## src/rtl/hexbus_master.sv

```systemverilog
// hexbus_master: command-word driven bus master for a UART debug bridge.
// Accepts 34-bit command words (read / write / set address / special),
// runs a single bus transaction, and returns one 34-bit response word.
// Optional feature macro: HEXBUS_MASTER_TIMEOUT_EN aborts a bus cycle that
// sees no ack/err within TIMEOUT_CYCLES bus cycles.
module hexbus_master #(
  parameter int unsigned TIMEOUT_CYCLES = 255
) (
  input  logic        i_clk,
  input  logic        i_reset_n,
  input  logic        i_stb,
  input  logic [33:0] i_word,
  output logic        o_busy,
  output logic        o_bus_cyc,
  output logic        o_bus_stb,
  output logic        o_bus_we,
  output logic [31:0] o_bus_addr,
  output logic [31:0] o_bus_data,
  input  logic        i_bus_ack,
  input  logic        i_bus_err,
  input  logic [31:0] i_bus_data,
  output logic        o_rsp_stb,
  output logic [33:0] o_rsp_word,
  input  logic        i_rsp_busy,
  output logic        o_overrun
);

  // Elaboration-time range guard on the timeout length.
  if (TIMEOUT_CYCLES < 1 || TIMEOUT_CYCLES > 65535) begin : g_bad_timeout
    $error("hexbus_master: TIMEOUT_CYCLES out of range 1..65535");
  end

  typedef enum logic [1:0] {
    S_IDLE,
    S_BUS,
    S_RSP
  } state_t;

  state_t      state;
  logic [31:0] addr_q;

`ifdef HEXBUS_MASTER_TIMEOUT_EN
  logic [15:0] tmo_cnt;
  logic [16:0] tmo_next;
  logic        tmo_hit;

  // Count after this BUS cycle; expiry when it reaches the limit.
  always_comb begin
    tmo_next = {1'b0, tmo_cnt} + 17'd1;
    tmo_hit  = (tmo_next == 17'(TIMEOUT_CYCLES));
  end
`endif

  // Command sequencer: IDLE accepts a word, BUS runs the transaction,
  // RSP presents the response until the sink accepts it.
  always_ff @(posedge i_clk) begin
    if (!i_reset_n) begin
      state      <= S_IDLE;
      addr_q     <= '0;
      o_busy     <= 1'b0;
      o_bus_cyc  <= 1'b0;
      o_bus_stb  <= 1'b0;
      o_bus_we   <= 1'b0;
      o_bus_addr <= '0;
      o_bus_data <= '0;
      o_rsp_stb  <= 1'b0;
      o_rsp_word <= '0;
      o_overrun  <= 1'b0;
`ifdef HEXBUS_MASTER_TIMEOUT_EN
      tmo_cnt    <= '0;
`endif
    end else begin
      case (state)
        S_IDLE: begin
          if (i_stb) begin
            o_busy <= 1'b1;
            case (i_word[33:32])
              2'b10: begin
                addr_q     <= i_word[31:0];
                o_rsp_word <= {2'b10, i_word[31:0]};
                o_rsp_stb  <= 1'b1;
                state      <= S_RSP;
              end
              2'b11: begin
                o_rsp_word <= {2'b11, 32'h0000_0001};
                o_rsp_stb  <= 1'b1;
                state      <= S_RSP;
              end
              default: begin
                o_bus_cyc  <= 1'b1;
                o_bus_stb  <= 1'b1;
                o_bus_we   <= i_word[32];
                o_bus_addr <= addr_q;
                o_bus_data <= i_word[32] ? i_word[31:0] : '0;
`ifdef HEXBUS_MASTER_TIMEOUT_EN
                tmo_cnt    <= '0;
`endif
                state      <= S_BUS;
              end
            endcase
          end
        end

        S_BUS: begin
          if (i_stb)
            o_overrun <= 1'b1;
          // err beats ack; both beat the timeout in the same cycle
          if (i_bus_err) begin
            o_bus_cyc  <= 1'b0;
            o_bus_stb  <= 1'b0;
            o_rsp_word <= {2'b11, 32'h0000_0000};
            o_rsp_stb  <= 1'b1;
            state      <= S_RSP;
          end else if (i_bus_ack) begin
            o_bus_cyc  <= 1'b0;
            o_bus_stb  <= 1'b0;
            o_rsp_word <= o_bus_we ? {2'b01, o_bus_addr} : {2'b00, i_bus_data};
            o_rsp_stb  <= 1'b1;
            addr_q     <= addr_q + 32'd1;
            state      <= S_RSP;
          end
`ifdef HEXBUS_MASTER_TIMEOUT_EN
          else if (tmo_hit) begin
            o_bus_cyc  <= 1'b0;
            o_bus_stb  <= 1'b0;
            o_rsp_word <= {2'b11, 32'h0000_0002};
            o_rsp_stb  <= 1'b1;
            state      <= S_RSP;
          end else begin
            tmo_cnt <= tmo_next[15:0];
          end
`endif
        end

        S_RSP: begin
          if (i_stb)
            o_overrun <= 1'b1;
          if (!i_rsp_busy) begin
            o_rsp_stb <= 1'b0;
            o_busy    <= 1'b0;
            state     <= S_IDLE;
          end
        end

        default: begin
          state <= S_IDLE;
        end
      endcase
    end
  end

endmodule

```

## config.mk

```make
export PLATFORM = sky130hd
export DESIGN_NAME = hexbus_master
export DESIGN_NICKNAME = d
export VERILOG_FILES = /design/src/rtl/hexbus_master.sv
export SDC_FILE = /design/constraint.sdc
export NUM_CORES = 1
export LEC_CHECK = 0
export BUFFER_PORTS_ARGS = -buffer_cell sky130_fd_sc_hd__buf_2
export CORE_MARGIN = 1.5
export CORE_UTILIZATION = 51
export CTS_CLUSTER_SIZE = 12
export DETAILED_ROUTE_END_ITERATION = 10
export PLACE_DENSITY = 0.81
export SLEW_MARGIN = 40
export SYNTH_ARGS = -nofsm -noshare
export SYNTH_HDL_FRONTEND = slang
export SYNTH_SLANG_ARGS = --single-unit
export TNS_END_PERCENT = 10
```

## constraint.sdc

```tcl
create_clock -name i_clk -period 5.4 [get_ports i_clk]
set_input_delay 0.81 -clock i_clk [delete_from_list [all_inputs] [get_ports i_clk]]
set_output_delay 0.81 -clock i_clk [all_outputs]
set_load 0.005 [all_outputs]
```

==> flow_metrics.tcl, run 1 <==
set metrics [dict create \
    ys_ff_latch 137 \
    relSlewSlack_pct 49.6 \
    crit_path_end_kind "flip-flop" \
    power_density_mw_per_mm2 406 \
    syn_area_sq_mm 0.00658 \
    core_area_sq_mm 0.0126 \
    holdBufCountCts 0 \
    cts.htree.levels 4 \
    status "complete, no violations" \
    clock_latency_ns 0.43 \
    ant_nets 0 \
    setup_viol 0 \
    drcViolationCount 0 \
    start_kind "flip-flop" \
    internal_power_w 0.00218 \
    via_per_inst 5.78 \
    rsz0062_at_grt "no" \
    fp.dieArea_sq_mm 0.0136 \
    max_cap_violations 0 \
    clockRootBuffer "clkbuf_16" \
    postSynthAreaPerCell_sq_um 7.79 \
    cts_buffers 17 \
    async_reset_ff_share_pct 0 \
    vias 6682 \
    setup_ws_ns 2.64 \
    postCtsSetupBuffers 0 \
    wl_per_cell_microns 16.5 \
    grt_first_pass_wirelength_mm 30.2 \
    place_worst_setup_slack_ns 2.22 \
    switching_power_w 0.00108 \
    hold_viol_final 0 \
    setup_tns_ns 0 \
    cp_max_fo 61 \
    grt_use_total_pct 28.3 \
    ys_warn_count 0 \
    pwr-share-clk_pct 34.8 \
    nets 1047 \
    io_pins 176 \
    start_util_pct 52.1 \
    pwr-share-seq_pct 40.3 \
    cts_num_sinks 137 \
    syn-num-nets 921 \
    clk_pin_slew_ns 0.06 \
    drt_wl_total_mm 19.1 \
    syn_inst 845 \
    worstPathArrival_ns 3.11 \
    synth_edf_count 0 \
    ys_seq_area_share_pct 41.7 \
    worst_ep_required_time_ns 5.75 \
    dpl.hpwl_mm 12.6 \
    clk_path_buf_depth 2 \
    tightest_slew_ns 0.756 \
    fmax_mhz 362 \
    place.gp.congestion 0.853 \
    critical_path_class "flip-flop to flip-flop" \
    fin_crit_sh_pct 51.1 \
    period_needed_ns 2.76 \
    p_sw_share_pct 33.1 \
    yosysUniqueCellTypes 55 \
    skew_ns 0.00947 \
    cts_resized 0 \
    die_h_microns 117 \
    die_w_microns 117 \
    grt_max_degree 66 \
    leakage_nw 3.25 \
    hold_class "flip-flop to flip-flop" \
    row_count 41 \
    cts_tree "yes" \
    areaGrowthSynthToFinish_pct 22.3 \
    diodes 0 \
    ir_drop_mv 0.204 \
    first_global_vias 5964 \
    overflow 0 \
    drive_gt1_share_pct 25.1 \
    antenna_found_initial 0 \
    instances_no_fill 1156 \
    drt_iter0_drc 489 \
    p_comb_share_pct 25.0 \
    firstDrtPassIters 6 \
    drv_slew 0 \
    place_inst 1123 \
    synth_flop_cell "dfxtp_1" \
    portBuffers 175 \
]
==> final cells by class <==
cell class | count | area (sq um)
well taps | 172 | 215
flip-flops and latches | 137 | 2740
repair buffers | 186 | 970
multi-input cells | 621 | 3510
clock buffers | 19 | 443
clock inverters | 13 | 129
fillers | 1104 | 4570
inverters | 8 | 32.5
==> worst paths after layout <==
path             startpoint              to  slack [ns]  cells past startpoint
max                state[1]      addr_q[30]        2.64                      8
min          o_bus_data[20]  o_bus_data[20]        0.45                      2
max reg2reg        state[1]      addr_q[30]        2.64                      8
min reg2reg  o_bus_data[20]  o_bus_data[20]        0.45                      2
==> stage by stage <==
step / area [sq um] / hold WS (ns) / total power [W] / util, %
after detailed placement: 7470 / 0.442 / 0.00213 / 59.2
after global placement: 7430 / 0.435 / 0.00210 / 58.9
after global routing: 8050 / 0.463 / 0.00344 / 63.8
after CTS: 8040 / 0.449 / 0.00326 / 63.7
final: 8050 / 0.449 / 0.00327 / 63.8
after floorplan: 6580 / 0.445 / 0.00185 / -
==> critical path, cell delays in order (launching register included) <==
cell	delay (ns)
dfxtp_1	0.32
inv_1	0.13
ha_4	0.59
nand3b_1	0.25
a22o_1	0.42
buf_6	0.23
or3_1	0.30
mux2_2	0.27
a31oi_1	0.16
==> synth_stat cells (5+ instances only) <==
library cell	instances	area [sq um]
nand3_1	55	275
clkbuf_1	45	169
nor2_1	99	372
nand4_1	15	93.8
nor3_1	7	35.0
buf_2	14	70.1
buf_1	16	60.1
mux2i_1	37	370
a211oi_1	36	270
and3_1	7	43.8
o21ai_0	15	75.1
nor2b_1	6	37.5
o221a_2	9	101
dfxtp_1	137	2740
a31oi_1	9	56.3
a21oi_1	130	651
nand2_1	127	477
o21a_1	5	37.5
inv_1	8	30.0
==> kinds of logic after synthesis <==
logic type                 synth area share [%]
AOI/OAI and AO/OA                          21.7
adders and majority gates                 0.761
buffers and inverters                      5.48
DFF                                        41.7
muxes                                      6.31
and+or+nand+nor                            24.1
==> power by group through the flow <==
stage	sequential (W)	combinational (W)	clock, W
floorplan	0.00131	0.000542	0
global placement	0.00133	0.000776	0
detailed placement	0.00133	0.000804	0
CTS	0.00131	0.000810	0.00114
global route	0.00134	0.000907	0.00119
finish	0.00131	0.000815	0.00114
==> layout by cell type (no fill, tap or decap), drive strengths merged, types with 2 or more instances in the layout <==
| cell type | Yosys | layout |
|---|---|---|
| a211oi | 36 | 36 |
| a21oi | 130 | 130 |
| a22oi | 3 | 3 |
| a2bb2oi | 2 | 2 |
| a31o | 2 | 2 |
| a31oi | 9 | 9 |
| a41oi | 4 | 4 |
| and2 | 2 | 2 |
| and3 | 7 | 7 |
| and4 | 4 | 4 |
| buf | 33 | 186 |
| bufinv | 0 | 2 |
| clkbuf | 46 | 19 |
| clkinv | 0 | 10 |
| dfxtp | 137 | 137 |
| ha | 4 | 4 |
| inv | 8 | 8 |
| mux2 | 4 | 4 |
| mux2i | 37 | 37 |
| nand2 | 127 | 127 |
| nand2b | 3 | 3 |
| nand3 | 57 | 57 |
| nand3b | 2 | 2 |
| nand4 | 16 | 16 |
| nor2 | 99 | 99 |
| nor2b | 6 | 6 |
| nor3 | 8 | 8 |
| nor4 | 6 | 6 |
| o211a | 2 | 2 |
| o21a | 5 | 5 |
| o21ai | 15 | 15 |
| o221a | 9 | 9 |
| o221ai | 3 | 3 |
| o22ai | 3 | 3 |
| or3 | 4 | 4 |
| or4 | 2 | 2 |
==> metal layers <==
| metal | vias up | global-route usage [%] | routed length, microns |
|---|---|---|---|
| met5 | - | 0 | 0 |
| met4 | 0 | 9.16 | 242 |
| met3 | 23 | 6.59 | 1420 |
| met2 | 279 | 44.4 | 8640 |
| met1 | 3120 | 38.8 | 8790 |
| li1 | 3260 | - | - |
==> registers in the layout, summed over array words and instances, names as in the netlist <==
| name | count |
|---|---|
| o_bus_stb | 1 |
| o_bus_data | 32 |
| state | 2 |
| o_rsp_stb | 1 |
| o_bus_addr | 32 |
| o_overrun | 1 |
| o_bus_we | 1 |
| o_rsp_word | 34 |
| o_busy | 1 |
| addr_q | 32 |
Power figures use the tool's default switching activity.
==> run 2: changes to the inputs <==
CORE_UTILIZATION = 48   (was 51)
PLACE_DENSITY = 0.8   (was 0.81)
clock period = 2.4 ns   (was 5.4 ns; I/O delays follow)
==> run 2 against run 1 <==
  * Worst hold slack worse by 0.20 ns
  * Cell count up 1.6%
  * Die area up 6.1%
  * Sequential share of layout area down 0.59 points
  * Count of clock-buffer cells in the layout up 7
  * Non-clock buffer count up 14
  * Sequential power up 130%
  * Via count up 1.0%
  * Wire length up 2.9%
  * Critical path depth down 1
  * Setup slack worse by 2.3 ns
  * Flip-flop and latch count unchanged
==> flow_metrics.tcl, run 2 (synthesized netlist as in run 1, its figures left out) <==
set metrics [dict create \
    status "complete, no violations" \
    drcViolationCount 0 \
    start_util_pct 49.5 \
    ir_drop_mv 0.528 \
    die_h_microns 120 \
    reg2regPathDepth 7 \
    power_density_mw_per_mm2 913 \
    areaGrowthSynthToFinish_pct 24.5 \
    leakage_nw 3.33 \
    worstPathCellList "inv_1, ha_1, buf_4, a22o_1, or3_1, mux2_1, a31oi_1" \
    grt_max_degree 66 \
    fin_crit_sh_pct 87.7 \
    period_needed_ns 2.11 \
    cts_num_sinks 137 \
    max_cap_violations 0 \
    nFillCells 1193 \
    hold_viol_final 0 \
    hold_slack_ns 0.249 \
    postCtsSetupBuffers 0 \
    drive_gt1_share_pct 25.8 \
    antenna_found_initial 0 \
    via_per_inst 5.75 \
    first_global_vias 6073 \
    critical_path_class "flip-flop to flip-flop" \
    clk_path_buf_depth 2 \
    place.gp.congestion 0.883 \
    clock_latency_ns 0.42 \
    drt_iter0_drc 514 \
    setup_viol 0 \
    setup_tns_ns 0 \
    cts_resized 0 \
    slowest_stage "dfxtp_1" \
    crit_path_end_kind "flip-flop" \
    io_pins 176 \
    seqCellArea_sq_mm 0.00274 \
    die_w_microns 120 \
    start_kind "flip-flop" \
    multi_input_area_sq_mm 0.00350 \
    cp_max_fo 8 \
    hold_class "primary input to flip-flop" \
    relSlewSlack_pct 52.7 \
    fmax_mhz 475 \
    overflow 0 \
    grt_first_pass_wirelength_mm 31.3 \
    drv_slew 0 \
    drt_wl_total_mm 19.6 \
    worstPathArrival_ns 2.44 \
    vias 6752 \
    grt_use_total_pct 27.2 \
    regMostFlops "o_rsp_word" \
    diodes 0 \
    clk_pin_slew_ns 0.06 \
    slowest_delay_ns 0.36 \
    rsz0062_at_grt "no" \
    row_count 42 \
    largest_reg_flops 34 \
    firstDrtPassIters 5 \
    clockRootBuffer "clkbuf_16" \
    dpl.hpwl_mm 13.3 \
    layout_common_cells "buf_2 (175), dfxtp_1 (136), a21oi_1 (128), nand2_1 (126), nor2_1 (99)" \
    cts.htree.levels 4 \
    wl_per_cell_microns 16.7 \
    core_area_sq_mm 0.0133 \
    nets 1061 \
    fp.dieArea_sq_mm 0.0144 \
    portBuffers 175 \
    min_path_cells 3 \
    layout_commonest_cell "buf_2" \
    tightest_slew_ns 0.709 \
    cts_tree "yes" \
    ant_nets 0 \
    skew_ns 0.00963 \
    cts_buffers 17 \
    worst_ep_required_time_ns 2.74 \
    holdBufCountCts 0 \
]
## run 2: area by class of cell
type                            count  area share [%]
Clock buffer                       26            6.22
Clock inverter                      6            1.05
Inverter                            8           0.397
Multi-Input combinational cell    621            42.7
Sequential cell                   137            33.5
Tap cell                          176            2.69
Timing Repair Buffer              200            13.4
## run 2: path summary, 6_finish.rpt
path,endpoint,from,slack [ns]
min reg2reg,o_bus_data[2],o_bus_data[2],0.45
max,addr_q[31],state[0],0.29
min,o_bus_data[23],i_word[23],0.25
max reg2reg,addr_q[31],state[0],0.29
## run 2: critical path, delay by kind of cell (launching register included)
family | cells | cell delay, ns
AOI/OAI and AO/OA | 2 | 0.48
and+or+nand+nor | 1 | 0.33
muxes | 1 | 0.28
DFF | 1 | 0.36
buffers and inverters | 2 | 0.28
adders and majority gates | 1 | 0.29
## run 2: stage by stage
| step | power, W | utilization, % | std cells | setup slack, ns | area [sq um] |
|---|---|---|---|---|---|
| after floorplan | 0.00416 | - | 845 | 0.501 | 6580 |
| after global placement | 0.00482 | 57.1 | 1142 | 0.401 | 7590 |
| after detailed placement | 0.00486 | 57.1 | 1142 | 0.328 | 7590 |
| after CTS | 0.00749 | 61.6 | 1174 | 0.305 | 8190 |
| after global routing | 0.00787 | 61.6 | 1174 | 0.138 | 8190 |
| final | 0.00748 | 61.6 | 1174 | 0.295 | 8190 |
## run 2: report_power, final
group / switching [W] / total [W] / leakage (nW) / internal, W
logic: 0.00110 / 0.00188 / 1.92 / 0.000781
registers: 0.000319 / 0.00296 / 1.12 / 0.00264
clock network: 0.000966 / 0.00263 / 0.291 / 0.00167
## run 2: layer usage
metal | global-route usage (%) | share of wire [%] | wire length, microns
met5 | 0 | 0 | 0
met2 | 42.7 | 45 | 8930
met4 | 7.74 | 1.3 | 257
met1 | 37.3 | 46 | 9030
met3 | 6.56 | 7.2 | 1420
==> run 3: changes to the inputs <==
CORE_MARGIN = 5   (was 1.5)
==> run 3 against run 2 <==
  * Wire length is 2.6% higher
  * Cell area is 0.38% lower
  * Register-to-register slack worse by 0.11 ns
  * Critical endpoint unchanged
  * Highest routed layer unchanged
  * Sequential share of layout area is 0.13 points higher
  * Via count hardly changed
  * Largest cell class unchanged
==> flow_metrics.tcl, run 3 (synthesized netlist as in run 1, its figures left out) <==
set metrics [dict create \
    status "complete, no violations" \
    worst_ep_required_time_ns 2.75 \
    clock_latency_ns 0.42 \
    clk_path_buf_depth 2 \
    place_worst_setup_slack_ns 0.218 \
    critical_path_class "flip-flop to flip-flop" \
    crit_path_end_kind "flip-flop" \
    setup_ws_ns 0.185 \
    via_per_inst 5.78 \
    setup_viol 0 \
    leakage_nw 3.31 \
    cts_resized 0 \
    relSlewSlack_pct 59.1 \
    drt_iter0_drc 579 \
    met2_usage_pct 38.5 \
    vias 6757 \
    start_util_pct 49.3 \
    place.gp.congestion 0.863 \
    layout_common_cells "buf_2 (175), dfxtp_1 (136), a21oi_1 (128), nand2_1 (126), nor2_1 (99)" \
    slowest_stage "ha_1" \
    grtUsageMet3_pct 7.35 \
    final_util_pct 61.1 \
    die_h_microns 127 \
    regMostFlops "o_rsp_word" \
    cp_max_fo 11 \
    fmax_mhz 451 \
    grt_use_total_pct 24.5 \
    power_density_mw_per_mm2 896 \
    p_comb_share_pct 25.8 \
    internal_power_w 0.00492 \
    tightest_slew_ns 0.608 \
    hold_path.startpoint "i_word[19]" \
    slowest_delay_ns 0.40 \
    cts.htree.levels 4 \
    io_pins 176 \
    fin_crit_sh_pct 92.3 \
    nets 1057 \
    ant_nets 0 \
    clockRootBuffer "clkbuf_16" \
    first_global_vias 6263 \
    start_kind "flip-flop" \
    largest_reg_flops 34 \
    regToRegSetupSlack_ns 0.18 \
    period_needed_ns 2.22 \
    worstPathArrival_ns 2.56 \
    grt_first_pass_wirelength_mm 32.2 \
    hold_class "primary input to flip-flop" \
    p_sw_share_pct 32.8 \
    core_area_sq_mm 0.0133 \
    firstDrtPassIters 5 \
    layout_commonest_cell "buf_2" \
    cts_tree "yes" \
    r2r_end "addr_q[31]" \
    hold_path_end "o_bus_data[19]" \
    reg2regPathDepth 7 \
    ir_drop_mv 0.537 \
    pwr-share-seq_pct 40.6 \
    worstPathCellList "inv_1, ha_1, nand2b_1, a22o_1, or3_1, mux2_1, a31oi_1" \
    grt_max_degree 84 \
    min_path_cells 3 \
    areaGrowthSynthToFinish_pct 24.0 \
    postCtsSetupBuffers 0 \
    wl_per_cell_microns 17.2 \
    diodes 0 \
    grt_most_used_layer "met2" \
    switching_power_w 0.00240 \
    rr_startpoint "state[0]" \
    skew_ns 0.0106 \
    grt_use_met1_pct 32.9 \
    overflow 0 \
    die_w_microns 127 \
    row_count 42 \
    rsz0062_at_grt "no" \
    pwr-share-clk_pct 33.6 \
    portBuffers 175 \
    clk_pin_slew_ns 0.06 \
    cts_buffers 17 \
    holdBufCountCts 0 \
    setup_tns_ns 0 \
    fp.dieArea_sq_mm 0.0161 \
    antenna_found_initial 0 \
    dpl.hpwl_mm 13.7 \
    drv_slew 0 \
    cts_num_sinks 137 \
    drcViolationCount 0 \
    hold_viol_final 0 \
    drive_gt1_share_pct 25.5 \
    drt_wl_total_mm 20.1 \
    max_cap_violations 0 \
]
[run 3: layer usage]
layer | vias up | wire length (microns)
li1 | 3277 | -
met1 | 3160 | 8950
met2 | 295 | 9090
met3 | 25 | 1870
met4 | 0 | 244
met5 | - | 0
[run 3: worst max path at each step]
| stage | from | end | cells past startpoint |
|---|---|---|---|
| after global routing | state[1] | addr_q[31] | 7 |
| after floorplan | addr_q[0] | addr_q[26] | 7 |
| after global placement | state[1] | addr_q[31] | 7 |
| after CTS | state[0] | addr_q[31] | 7 |
| final | state[0] | addr_q[31] | 7 |
| after detailed placement | state[0] | addr_q[31] | 7 |
[run 3: area by class of cell]
type / count / area, sq um
Clock buffer: 23 / 478
Tap cell: 176 / 220
Clock inverter: 8 / 71.3
Timing Repair Buffer: 196 / 1110
Sequential cell: 137 / 2740
Multi-Input combinational cell: 621 / 3500
Fill cell: 1216 / 5190
Inverter: 8 / 32.5
[run 3: stage by stage]
| stage | instance area [sq um] | instances | power, W | hold WS, ns |
|---|---|---|---|---|
| floorplan | 6580 | 845 | 0.00416 | 0.445 |
| global placement | 7610 | 1138 | 0.00484 | 0.436 |
| detailed placement | 7610 | 1138 | 0.00488 | 0.440 |
| CTS | 8160 | 1169 | 0.00733 | 0.229 |
| global route | 8160 | 1169 | 0.00771 | 0.228 |
| finish | 8160 | 1169 | 0.00731 | 0.240 |
[run 3: worst max-delay path, delay by kind of cell, from the launching register on]
family / cells / cell delay, ns
muxes: 1 / 0.29
adders and majority gates: 1 / 0.40
and+or+nand+nor: 2 / 0.51
DFF: 1 / 0.33
AOI/OAI and AO/OA: 2 / 0.53
buffers and inverters: 1 / 0.08
[run 3: power by group through the flow]
stage	clock, W	sequential (W)	combinational, W
floorplan	0	0.00294	0.00122
global placement	0	0.00299	0.00185
detailed placement	0	0.00301	0.00188
CTS	0.00248	0.00296	0.00189
global route	0.00259	0.00302	0.00210
finish	0.00246	0.00297	0.00189
